--- src/rtl/cfg_pkg.sv ---
// Shared types and constants for the configuration bitstream loader.
package cfg_pkg;

   // Loader FSM states
   typedef enum logic [1:0] {
      IDLE  = 2'd0,
      RUN   = 2'd1,
      DRAIN = 2'd2
   } cfg_state_t;

   // Programming-chain lengths per tile type
   localparam int CB_CHAIN_LEN  = 20;
   localparam int CLB_CHAIN_LEN = 36;
   localparam int SB_CHAIN_LEN  = 48;

   // Integer ceiling division, used to size the host word count
   function automatic int ceil_div(input int num, input int den);
      return (num + den - 1) / den;
   endfunction

endpackage

--- src/rtl/cfg_word_serializer.sv ---
// Word-to-bit serializer: holds one host word, issues it LSB-first onto the
// programming chain and asks for the next word early enough to avoid bubbles.
module cfg_word_serializer
   import cfg_pkg::*;
#(
   parameter int CHAIN_LEN = CB_CHAIN_LEN,
   parameter int WORD_W    = 8
) (
   input  logic              prog_clk,
   input  logic              prog_rst_n,
   input  logic              run,
   input  logic              clear,
   input  logic [WORD_W-1:0] word_data,
   input  logic              word_valid,
   output logic              word_ready,
   output logic              issue,
   output logic              prog_in,
   output logic              prog_en
);

   localparam int NWORDS    = ceil_div(CHAIN_LEN, WORD_W);
   localparam int WB_W      = $clog2(WORD_W + 1);
   localparam int WT_W      = $clog2(NWORDS + 1);
   localparam int LAST_BITS = CHAIN_LEN - (NWORDS - 1) * WORD_W;

   localparam logic [WT_W-1:0] NWORDS_V       = WT_W'(NWORDS);
   localparam logic [WT_W-1:0] LAST_IDX       = WT_W'(NWORDS - 1);
   localparam logic [WB_W-1:0] FULL_WORD_BITS = WB_W'(WORD_W);
   localparam logic [WB_W-1:0] LAST_WORD_BITS = WB_W'(LAST_BITS);

   logic [WORD_W-1:0] sreg;
   logic [WB_W-1:0]   wbits;
   logic [WT_W-1:0]   words_taken;
   logic [WB_W-1:0]   load_bits;
   logic              accept;

   // Only the final word is truncated; its excess high bits are never shifted
   assign load_bits = (words_taken == LAST_IDX) ? LAST_WORD_BITS : FULL_WORD_BITS;

   // A bit goes out whenever the shifter still holds unsent bits
   assign issue = run && (wbits != '0);

   // Request the next word while the last bit of the current one is leaving
   assign word_ready = run && (words_taken < NWORDS_V) &&
                       ((wbits == '0) || ((wbits == WB_W'(1)) && issue));

   assign accept = word_valid && word_ready;

   // Shifter, bit count, word count and the registered chain drive
   always_ff @(posedge prog_clk or negedge prog_rst_n) begin
      if (!prog_rst_n) begin
         sreg        <= '0;
         wbits       <= '0;
         words_taken <= '0;
         prog_in     <= 1'b0;
         prog_en     <= 1'b0;
      end else begin
         prog_en <= issue;
         if (issue) begin
            prog_in <= sreg[0];
         end
         if (clear) begin
            words_taken <= '0;
            wbits       <= '0;
         end else if (accept) begin
            sreg        <= word_data;
            wbits       <= load_bits;
            words_taken <= words_taken + WT_W'(1);
         end else if (issue) begin
            sreg  <= {1'b0, sreg[WORD_W-1:1]};
            wbits <= wbits - WB_W'(1);
         end
      end
   end

endmodule

--- src/rtl/cfg_stream_loader.sv ---
// Configuration bitstream loader: streams host words into the programming
// chain and, on a verify pass, checks the returning bits without local storage.
module cfg_stream_loader
   import cfg_pkg::*;
#(
   parameter int CHAIN_LEN = CB_CHAIN_LEN,
   parameter int WORD_W    = 8,
   parameter int CNT_W     = 16
) (
   input  logic              prog_clk,
   input  logic              prog_rst_n,
   input  logic              start,
   input  logic              verify,
   input  logic [WORD_W-1:0] word_data,
   input  logic              word_valid,
   output logic              word_ready,
   output logic              prog_in,
   output logic              prog_en,
   input  logic              prog_out,
   output logic              busy,
   output logic              done,
   output logic              verify_fail,
   output logic [CNT_W-1:0]  mismatch_cnt
);

   localparam int BC_W = $clog2(CHAIN_LEN + 1);
   localparam logic [BC_W-1:0] LAST_BIT = BC_W'(CHAIN_LEN - 1);

   cfg_state_t      state;
   cfg_state_t      state_nxt;
   logic [BC_W-1:0] bit_cnt;
   logic            is_verify;
   logic            issue;
   logic            start_ok;

   // The done cycle still counts as busy, so a start there is ignored too
   assign start_ok = (state == IDLE) && start && !done;
   assign busy     = (state != IDLE) || done;

   cfg_word_serializer #(
      .CHAIN_LEN (CHAIN_LEN),
      .WORD_W    (WORD_W)
   ) u_ser (
      .prog_clk   (prog_clk),
      .prog_rst_n (prog_rst_n),
      .run        (state == RUN),
      .clear      (start_ok),
      .word_data  (word_data),
      .word_valid (word_valid),
      .word_ready (word_ready),
      .issue      (issue),
      .prog_in    (prog_in),
      .prog_en    (prog_en)
   );

   // State register
   always_ff @(posedge prog_clk or negedge prog_rst_n) begin
      if (!prog_rst_n) begin
         state <= IDLE;
      end else begin
         state <= state_nxt;
      end
   end

   // Next state: leave RUN on the edge that issues the last chain bit
   always_comb begin
      state_nxt = state;
      case (state)
         IDLE:    if (start_ok) state_nxt = RUN;
         RUN:     if (issue && (bit_cnt == LAST_BIT)) state_nxt = DRAIN;
         DRAIN:   state_nxt = IDLE;
         default: state_nxt = IDLE;
      endcase
   end

   // Pass bookkeeping: bit count, latched pass type and the done pulse
   always_ff @(posedge prog_clk or negedge prog_rst_n) begin
      if (!prog_rst_n) begin
         bit_cnt   <= '0;
         is_verify <= 1'b0;
         done      <= 1'b0;
      end else begin
         done <= (state == DRAIN);
         if (start_ok) begin
            bit_cnt   <= '0;
            is_verify <= verify;
         end else if (issue) begin
            bit_cnt <= bit_cnt + BC_W'(1);
         end
      end
   end

   // Verify compare: the chain's outgoing bit must equal the bit going in
   always_ff @(posedge prog_clk or negedge prog_rst_n) begin
      if (!prog_rst_n) begin
         verify_fail  <= 1'b0;
         mismatch_cnt <= '0;
      end else if (start_ok && verify) begin
         verify_fail  <= 1'b0;
         mismatch_cnt <= '0;
      end else if (is_verify && prog_en && (state != IDLE) && (prog_out != prog_in)) begin
         verify_fail <= 1'b1;
         if (mismatch_cnt != '1) begin
            mismatch_cnt <= mismatch_cnt + CNT_W'(1);
         end
      end
   end

endmodule

--- config.mk ---
export PLATFORM = sky130hd
export DESIGN_NAME = cfg_stream_loader
export DESIGN_NICKNAME = d
export VERILOG_FILES = /design/src/rtl/cfg_pkg.sv /design/src/rtl/cfg_word_serializer.sv /design/src/rtl/cfg_stream_loader.sv
export SDC_FILE = /design/constraint.sdc
export NUM_CORES = 1
export LEC_CHECK = 0
export BUFFER_PORTS_ARGS = -buffer_cell sky130_fd_sc_hd__buf_2
export CORE_MARGIN = 1.5
export CORE_UTILIZATION = 60
export CTS_BUF_LIST = sky130_fd_sc_hd__clkbuf_8
export DETAILED_ROUTE_END_ITERATION = 8
export PLACE_DENSITY = 0.87
export SLEW_MARGIN = 15
export SYNTH_ARGS = -nofsm -noshare
export SYNTH_HDL_FRONTEND = slang
export SYNTH_SLANG_ARGS = --single-unit
--- constraint.sdc ---
create_clock -name prog_clk -period 3.9 [get_ports prog_clk]
set_input_delay 0.78 -clock prog_clk [delete_from_list [all_inputs] [get_ports prog_clk]]
set_output_delay 0.78 -clock prog_clk [all_outputs]
set_load 0.1 [all_outputs]
==> results of run 1 <==
[worst max-delay path: cells and delay by family, from the launching register on]
family,cells,cell delay (ps)
AOI/OAI and AO/OA,1,240
buffers and inverters,1,430
DFF,1,470
and+or+nand+nor,1,410
[layer usage]
metal	wire length, um	vias up	share of wire	track usage
li1	-	904	-	-
met5	0	-	0	0
met1	2200	921	0.46	0.339
met2	2200	55	0.46	0.395
met3	252	9	0.053	0.0722
met4	97	0	0.020	0.122
[cell usage in the layout (no fill, tap or decap), drive strengths merged, types with 3 or more instances in the layout]
| cell type | instances |
|---|---|
| dfrtp | 42 |
| buf | 36 |
| a21oi | 22 |
| nor2 | 17 |
| nand3 | 14 |
| nand2 | 14 |
| mux2i | 12 |
| nor3 | 9 |
| inv | 8 |
| o31ai | 8 |
| o21ai | 8 |
| ha | 7 |
| nand4 | 7 |
| or4 | 7 |
| clkbuf | 6 |
| and3 | 5 |
| xnor2 | 4 |
| a31oi | 3 |
| nor4 | 3 |
| or3 | 3 |
| xor2 | 3 |
[power breakdown]
part,switching [mW],total (mW),internal (mW),leakage [nW]
clock network,0.152,0.292,0.140,0.0524
logic,0.697,0.998,0.301,0.618
registers,0.128,0.701,0.572,0.543
total,0.977,1.99,1.01,1.21
[cells by family after synthesis]
| family | Yosys count | synth area share |
|---|---|---|
| buffers and inverters | 13 | 0.0241 |
| and+or+nand+nor | 94 | 0.248 |
| DFF | 42 | 0.471 |
| muxes | 13 | 0.0589 |
| xor gates and xnor gates | 7 | 0.0308 |
| adders and majority gates | 7 | 0.0393 |
| AOI/OAI and AO/OA | 47 | 0.128 |
[state kept, by name, indices dropped and copies added (netlist names)]
signal             flops
u_ser.words_taken      2
bit_cnt                5
is_verify              1
u_ser.sreg             8
u_ser.prog_en          1
state                  2
u_ser.prog_in          1
mismatch_cnt          16
done                   1
u_ser.wbits            4
verify_fail            1
[path summary, 6_finish.rpt]
path / to / slack, ps / cells after the start
worst max-delay path: word_ready / 1270 / 3
worst min-delay path: state[1] / 500 / 1
worst max register to register: u_ser.wbits[0] / 1720 / 6
worst min register to register: state[1] / 500 / 1
max in group asynchronous: u_ser.words_taken[0] / 2710 / 1
min in group asynchronous: bit_cnt[4] / 610 / 1
[through the flow]
stage	power [mW]	utilization	hold slack [ps]	cells	instance area, um2
final	1.99	0.736	497	307	2530
after global routing	2.12	0.736	508	307	2530
after CTS	1.99	0.736	493	307	2530
after detailed placement	1.70	0.710	481	299	2440
after global placement	1.65	0.710	485	299	2440
after floorplan	1.50	-	455	223	2230
[final cells by class]
class                   instances  area share
multi-input cells             168       0.444
repair buffers                 36      0.0721
inverters                       7      0.0104
flip-flops and latches         42       0.415
clock inverters                 2     0.00346
well taps                      46      0.0227
clock buffers                   6      0.0326
==> impl_metrics.env, run 1 <==
export IMPL_fp_dieW_um=64.0
export IMPL_crit_chain="nor2b_1, o211a_1, buf_2"
export IMPL_area_delta_synth_final_pct=13.6
export IMPL_root_buffer="clkbuf_8"
export IMPL_cts_sink_count=42
export IMPL_holdCritStartpoint="bit_cnt[3]"
export IMPL_min_path_type="reg2reg"
export IMPL_worstPathRequired_ps=3120
export IMPL_syn_inst=223
export IMPL_viasPerCell=6.15
export IMPL_coreArea_um2=3440
export IMPL_cts_clk_slew_worst_paths_ps=80
export IMPL_critPathSlowestCell="dfrtp_1"
export IMPL_postRouteWirelength_um=4750
export IMPL_startpoint_type="flip-flop"
export IMPL_cp_slowest_stage_delay_ps=470
export IMPL_ys_seq_area_frac=0.471
export IMPL_drive_gt1_frac=0.203
export IMPL_cts_resized=0
export IMPL_first_global_vias=1792
export IMPL_diodes=0
export IMPL_htreeDepth=2
export IMPL_wl_per_cell_um=15.5
export IMPL_netlist_top_cells_count="dfrtp_1, a21oi_1, nor2_1"
export IMPL_max_slew_margin=0.384
export IMPL_p_leak_nw=1.21
export IMPL_post_synth_top_count_cell="dfrtp_1"
export IMPL_first_iter_violations=260
export IMPL_status="finished, final reports clean"
export IMPL_tns_ps=0
export IMPL_port_buffers=35
export IMPL_synth_fp_nets=244
export IMPL_r2r_start="u_ser.wbits[0]"
export IMPL_dieArea_um2=4090
export IMPL_row_count=21
export IMPL_ys_ff_latch=42
export IMPL_synth_main_ff_cell="dfrtp_1"
export IMPL_worstSkewPairLatency_ps=300
export IMPL_route_detailed_drc=0
export IMPL_cts_made_buffers=5
export IMPL_grt_first_pass_wirelength_um=8140
export IMPL_fin_nets=281
export IMPL_multiInputGateArea_um2=1130
export IMPL_dr_pass1_iters=4
export IMPL_ant_nets=0
export IMPL_synth_warnings=0
export IMPL_io_pins=36
export IMPL_gp_routability_congestion=0.836
export IMPL_ir_drop_mv=0.592
export IMPL_setup_viol_count_final=0
export IMPL_setup_slack_ps=1270
export IMPL_cp_startpoint="state[0]"
export IMPL_arrival_ps=1850
export IMPL_fillers=259
export IMPL_synth_edf_count=0
export IMPL_crit_path_max_fanout=7
export IMPL_cts_tree="yes"
export IMPL_antenna_found_initial=0
export IMPL_yosysTopAreaCell="dfrtp_1"
export IMPL_finClkSkew_ps=7.71
export IMPL_crit_type="reg2out"
export IMPL_synth_area_per_cell_um2=10.0
export IMPL_p_per_area_nw_per_um2=785
export IMPL_layout_min_cycle_time_ps=2630
export IMPL_clk_path_buf_depth=2
export IMPL_grt_max_degree=43
export IMPL_ys_types=44
export IMPL_start_util=0.648
export IMPL_netlist_area_um2=2230
export IMPL_overflow=0
export IMPL_die_y_um=64.0
export IMPL_rsz0062_at_grt="no"
export IMPL_final_seq_area_um2=1050
export IMPL_synth_top_area_frac=0.471
export IMPL_maxCapViolCount=0
export IMPL_track_usage=0.258
export IMPL_async_flop_share=1.00
export IMPL_cts_setup_buffers=0
export IMPL_vias=1889
export IMPL_hold_viol_final=0
export IMPL_maxSlewViolCount=0
export IMPL_crit_path_end_kind="output pin"
export IMPL_fin_crit_sh=0.674
export IMPL_place_ws_ps=1620
export IMPL_worst_slew_pin_slew_ps=924
export IMPL_ctsHoldBuffers=0
export IMPL_synth_area_leaders="dfrtp_1, mux2i_1, a21oi_1"
export IMPL_place_hpwl_um=3360
export IMPL_max_freq_mhz=380
No activity file was read; power rests on OpenSTA's default activity.
==> run 2, diff against run 1 <==
--- a/config.mk
+++ b/config.mk
@@ -7,10 +7,10 @@
 export LEC_CHECK = 0
 export BUFFER_PORTS_ARGS = -buffer_cell sky130_fd_sc_hd__buf_2
 export CORE_MARGIN = 1.5
-export CORE_UTILIZATION = 60
+export CORE_UTILIZATION = 53
 export CTS_BUF_LIST = sky130_fd_sc_hd__clkbuf_8
 export DETAILED_ROUTE_END_ITERATION = 8
-export PLACE_DENSITY = 0.87
+export PLACE_DENSITY = 0.82
 export SLEW_MARGIN = 15
 export SYNTH_ARGS = -nofsm -noshare
 export SYNTH_HDL_FRONTEND = slang
==> constraint.sdc (replaced) <==
create_clock -name prog_clk -period 2.2 [get_ports prog_clk]
set_input_delay 0.44 -clock prog_clk [delete_from_list [all_inputs] [get_ports prog_clk]]
set_output_delay 0.44 -clock prog_clk [all_outputs]
set_load 0.1 [all_outputs]
==> run 2 against run 1 <==
Compared with the run above: sequential power is 78% higher; power is 79% higher; utilization is 9.0 points lower; clock-buffer cell count is 1 lower; largest power group unchanged; clock power is 59% higher.
==> impl_metrics.env, run 2 (synthesized netlist as in run 1, its figures left out) <==
export IMPL_final_common_cell="buf_2"
export IMPL_viasPerCell=6.03
export IMPL_die_y_um=67.9
export IMPL_worstPathRequired_ps=1760
export IMPL_cts_resized=0
export IMPL_start_util=0.554
export IMPL_r2r_setup_slack_ps=310
export IMPL_first_iter_violations=189
export IMPL_finClkSkew_ps=14.1
export IMPL_hold_viol_final=0
export IMPL_sw_frac_of_total=0.483
export IMPL_fin_nets=287
export IMPL_cp_slowest_stage_delay_ps=410
export IMPL_area_delta_synth_final_pct=16.8
export IMPL_crit_path_max_fanout=4
export IMPL_postRouteWirelength_um=4800
export IMPL_overflow=0
export IMPL_worstSkewPairLatency_ps=300
export IMPL_clk_path_buf_depth=2
export IMPL_antenna_found_initial=0
export IMPL_fillers=332
export IMPL_largest_reg_flops=16
export IMPL_root_buffer="clkbuf_8"
export IMPL_fp_dieW_um=67.9
export IMPL_place_hpwl_um=3350
export IMPL_track_usage=0.231
export IMPL_top_regs="mismatch_cnt (16), u_ser.sreg (8), bit_cnt (5)"
export IMPL_setup_slack_ps=161
export IMPL_cts_tree="yes"
export IMPL_port_buffers=35
export IMPL_post_dp_cell_area_um2=2530
export IMPL_wl_per_cell_um=15.2
export IMPL_maxCapViolCount=0
export IMPL_row_count=23
export IMPL_final_instance_count_excl_fill=317
export IMPL_worst_slew_pin_slew_ps=715
export IMPL_layout_min_cycle_time_ps=2040
export IMPL_status="finished, final reports clean"
export IMPL_crit_chain="ha_1, nor3_1, o211a_1, buf_12"
export IMPL_place_ws_ps=349
export IMPL_max_freq_mhz=490
export IMPL_dr_pass1_iters=4
export IMPL_coreArea_um2=4030
export IMPL_vias=1910
export IMPL_grt_first_pass_wirelength_um=8030
export IMPL_drive_gt1_frac=0.266
export IMPL_cts_setup_buffers=0
export IMPL_htreeDepth=2
export IMPL_critPathSlowestCell="dfrtp_1"
export IMPL_diodes=0
export IMPL_io_pins=36
export IMPL_r2r_start="u_ser.wbits[0]"
export IMPL_max_slew_margin=0.520
export IMPL_maxSlewViolCount=0
export IMPL_dieArea_um2=4610
export IMPL_first_global_vias=1763
export IMPL_multiInputGateArea_um2=1130
export IMPL_ant_nets=0
export IMPL_switchingPower_mw=1.72
export IMPL_route_detailed_drc=0
export IMPL_cts_sink_count=42
export IMPL_fin_crit_sh=0.927
export IMPL_intPower_mw=1.84
export IMPL_p_leak_nw=1.22
export IMPL_setup_viol_count_final=0
export IMPL_tns_ps=0
export IMPL_design_area_um2=2610
export IMPL_rsz0062_at_grt="no"
export IMPL_min_path_type="in2async"
export IMPL_final_seq_area_um2=1070
export IMPL_ir_drop_mv=0.970
export IMPL_gp_routability_congestion=0.854
export IMPL_cts_clk_slew_worst_paths_ps=80
export IMPL_cts_made_buffers=5
export IMPL_reg2reg_to="u_ser.wbits[0]"
export IMPL_dp_cells=309
export IMPL_p_seq_frac=0.350
export IMPL_startpoint_type="flip-flop"
export IMPL_arrival_ps=1600
export IMPL_final_cell_mix="buf_2, dfrtp_1, a21oi_1"
export IMPL_crit_path_end_kind="output pin"
export IMPL_pwr_share_comb=0.519
export IMPL_final_util=0.647
export IMPL_ctsHoldBuffers=0
export IMPL_p_per_area_nw_per_um2=1360
export IMPL_regMostFlops="mismatch_cnt"
export IMPL_grt_max_degree=43
export IMPL_r2r_cells=7
export IMPL_crit_type="reg2out"
export IMPL_p_clk_frac=0.131
[run 2: changes by cell type in the layout (fill, tap and decap cells not counted)]
cell      previous run  this run
buf_4                1         7
clkinv_2             1         0
dfrtp_1             42        28
inv_1                8        10
clkbuf_8             6         5
buf_2               35        34
buf_12               0         1
dfrtp_2              0        14
[run 2: stage by stage]
stage                     hold WS [ps]  total power [mW]
final                              208              3.56
after global routing               271              3.80
after CTS                          227              3.57
after detailed placement           491              3.09
after global placement             483              3.04
after floorplan                    144              2.67
[run 2: cell type report]
cell class                 instances  share of cell area
multi-input combinational        168               0.432
sequential                        42               0.410
timing repair buffer              42              0.0931
clock buffer                       5              0.0264
tap                               50              0.0240
inverter                           7              0.0101
clock inverter                     3             0.00432
[run 2: worst max-delay path by stage]
stage	startpoint	end	slack, ps	cells past startpoint
5_1_grt	u_ser.words_taken[0]	word_ready	50	4
2_1_floorplan	u_ser.prog_in	mismatch_cnt[14]	-20	4
3_5_place_dp	u_ser.wbits[0]	u_ser.wbits[0]	350	7
3_3_place_gp	u_ser.wbits[0]	u_ser.wbits[0]	430	7
4_1_cts	u_ser.words_taken[0]	word_ready	160	4
6_report	u_ser.words_taken[0]	word_ready	160	4
[run 2: power by group through the flow]
stage | sequential [mW] | combinational (mW) | clock [mW]
floorplan | 1.61 | 1.06 | 0
global placement | 1.25 | 1.79 | 0
detailed placement | 1.26 | 1.83 | 0
CTS | 1.24 | 1.85 | 0.477
global route | 1.28 | 2.00 | 0.511
finish | 1.25 | 1.85 | 0.465
[run 2: critical path, delay by kind of cell, from the launching register on]
| family | cells | cell delay [ps] |
|---|---|---|
| flops | 1 | 410 |
| compound gates | 1 | 250 |
| simple gates | 1 | 240 |
| fa+ha+maj | 1 | 210 |
| buf+inv | 1 | 190 |
[run 2: per-layer routing]
layer | share of wire | GRT usage | wire length, um | vias to the layer above
li1 | - | - | - | 915
met1 | 0.44 | 0.303 | 2140 | 919
met2 | 0.49 | 0.382 | 2330 | 65
met3 | 0.054 | 0.0592 | 260 | 11
met4 | 0.015 | 0.0600 | 72 | 0
met5 | 0 | 0 | 0 | -
==> run 3, diff against run 2 <==
--- a/config.mk
+++ b/config.mk
@@ -6,11 +6,13 @@
 export NUM_CORES = 1
 export LEC_CHECK = 0
 export BUFFER_PORTS_ARGS = -buffer_cell sky130_fd_sc_hd__buf_2
+export CAP_MARGIN = 10
 export CORE_MARGIN = 1.5
 export CORE_UTILIZATION = 53
 export CTS_BUF_LIST = sky130_fd_sc_hd__clkbuf_8
 export DETAILED_ROUTE_END_ITERATION = 8
 export PLACE_DENSITY = 0.82
+export SETUP_SLACK_MARGIN = 0.3
 export SLEW_MARGIN = 15
 export SYNTH_ARGS = -nofsm -noshare
 export SYNTH_HDL_FRONTEND = slang
==> run 3 against run 2 <==
Compared with the run above: clock power increased by 9.7%; utilization increased by 2.4 points; non-clock buffer count up 2; global-route usage up 0.55 points; critical path type is now reg2reg.
==> impl_metrics.env, run 3 (synthesized netlist as in run 1, its figures left out) <==
export IMPL_status="finished, final reports clean"
export IMPL_grt_max_degree=33
export IMPL_dr_pass1_iters=4
export IMPL_io_pins=36
export IMPL_r2r_setup_slack_ps=330
export IMPL_sw_frac_of_total=0.474
export IMPL_top_regs="mismatch_cnt (16), u_ser.sreg (8), bit_cnt (5)"
export IMPL_htreeDepth=2
export IMPL_vias=1861
export IMPL_crit_chain="ha_1, nand3_1, nor3_2, or4_1, a21oi_1"
export IMPL_ir_drop_mv=0.769
export IMPL_fin_crit_sh=0.850
export IMPL_wl_per_cell_um=15.5
export IMPL_first_global_vias=1785
export IMPL_p_per_area_nw_per_um2=1380
export IMPL_hold_viol_final=0
export IMPL_port_buffers=35
export IMPL_final_common_cell="buf_2"
export IMPL_final_cell_mix="buf_2, dfrtp_1, a21oi_1"
export IMPL_worstPathRequired_ps=2410
export IMPL_antenna_found_initial=0
export IMPL_fillers=328
export IMPL_min_path_type="in2async"
export IMPL_dieArea_um2=4610
export IMPL_postRouteWirelength_um=4930
export IMPL_start_util=0.554
export IMPL_area_delta_synth_final_pct=21.1
export IMPL_setup_viol_count_final=0
export IMPL_max_freq_mhz=535
export IMPL_gp_routability_congestion=0.859
export IMPL_place_hpwl_um=3540
export IMPL_clk_path_buf_depth=2
export IMPL_viasPerCell=5.83
export IMPL_setup_slack_ps=330
export IMPL_critPathSlowestCell="or4_1"
export IMPL_track_usage=0.236
export IMPL_regMostFlops="mismatch_cnt"
export IMPL_maxCapViolCount=0
export IMPL_crit_type="reg2reg"
export IMPL_pwr_share_comb=0.521
export IMPL_worst_slew_pin_slew_ps=704
export IMPL_maxSlewViolCount=0
export IMPL_route_detailed_drc=0
export IMPL_fp_dieW_um=67.9
export IMPL_fin_nets=289
export IMPL_first_iter_violations=148
export IMPL_tns_ps=0
export IMPL_overflow=0
export IMPL_final_instance_count_excl_fill=319
export IMPL_die_y_um=67.9
export IMPL_place_ws_ps=350
export IMPL_switchingPower_mw=1.76
export IMPL_final_util=0.671
export IMPL_root_buffer="clkbuf_8"
export IMPL_largest_reg_flops=16
export IMPL_diodes=0
export IMPL_rsz0062_at_grt="yes"
export IMPL_total_power_mw=3.72
export IMPL_hold_slack_ps=183
export IMPL_cts_sink_count=42
export IMPL_intPower_mw=1.95
export IMPL_arrival_ps=2080
export IMPL_post_dp_cell_area_um2=2550
export IMPL_layout_min_cycle_time_ps=1870
export IMPL_p_leak_nw=1.22
export IMPL_cts_tree="yes"
export IMPL_ant_nets=0
export IMPL_p_seq_frac=0.341
export IMPL_finClkSkew_ps=6.09
export IMPL_row_count=23
export IMPL_drive_gt1_frac=0.331
export IMPL_dp_cells=308
export IMPL_p_clk_frac=0.137
export IMPL_grt_first_pass_wirelength_um=8020
export IMPL_cp_slowest_stage_delay_ps=530
export IMPL_crit_path_end_kind="flip-flop"
export IMPL_cts_made_buffers=5
export IMPL_startpoint_type="flip-flop"
export IMPL_coreArea_um2=4030
export IMPL_design_area_um2=2700
export IMPL_ctsHoldBuffers=0
export IMPL_crit_path_max_fanout=7
export IMPL_max_slew_margin=0.531
export IMPL_worstSkewPairLatency_ps=300
export IMPL_cts_clk_slew_worst_paths_ps=80
## run 3: cell types whose count changed in the layout (fill, tap and decap cells not counted), moves of 2 or more
| cell | delta |
|---|---|
| ha_2 | +2 |
| buf_4 | +2 |
| nor3_1 | -2 |
| dfrtp_4 | +6 |
| ha_1 | -2 |
| inv_1 | -3 |
| dfrtp_1 | -5 |
## run 3: worst paths after layout
kind / from / to / cells past startpoint
max in group asynchronous: prog_rst_n / u_ser.sreg[5] / 2
worst max register to register: mismatch_cnt[0] / mismatch_cnt[15] / 5
worst min-delay path: prog_rst_n / done / 1
worst min register to register: bit_cnt[3] / state[1] / 1
min in group prog_clk: word_valid / u_ser.wbits[1] / 2
worst max-delay path: mismatch_cnt[0] / mismatch_cnt[15] / 5
## run 3: per-layer routing
metal / global-route usage / vias up / share of wire
met4: 0.105 / 0 / 0.019
met2: 0.402 / 34 / 0.49
li1: - / 915 / -
met3: 0.0411 / 8 / 0.031
met5: 0 / - / 0
met1: 0.295 / 904 / 0.46
## run 3: critical path, delay by kind of cell (launching register included)
| family | cells | cell delay [ps] |
|---|---|---|
| and+or+nand+nor | 3 | 800 |
| DFF | 1 | 500 |
| adders and majority gates | 1 | 280 |
| AOI/OAI and AO/OA | 1 | 200 |
## run 3: area by class of cell
cell class | instances | area (um2) | area share
clock buffers | 6 | 82.6 | 0.0306
clock inverters | 2 | 8.76 | 0.00324
inverters | 7 | 26.3 | 0.00972
multi-input cells | 168 | 1170 | 0.435
flip-flops and latches | 42 | 1090 | 0.403
well taps | 50 | 62.6 | 0.0231
repair buffers | 44 | 258 | 0.0954
## run 3: timing repair
item,CTS,global route
buffers inserted,2,1
pin swaps,2,0
gates cloned,0,0
setup endpoints to repair,1,14
resized for setup,5,5
## run 3: power groups by stage
| stage | clock, mW | sequential, mW | combinational, mW |
|---|---|---|---|
| after floorplan | 0 | 1.62 | 1.06 |
| after global placement | 0 | 1.26 | 1.80 |
| after global routing | 0.548 | 1.31 | 2.11 |
| after CTS | 0.523 | 1.25 | 1.89 |
| after detailed placement | 0 | 1.27 | 1.84 |
| final | 0.510 | 1.27 | 1.94 |
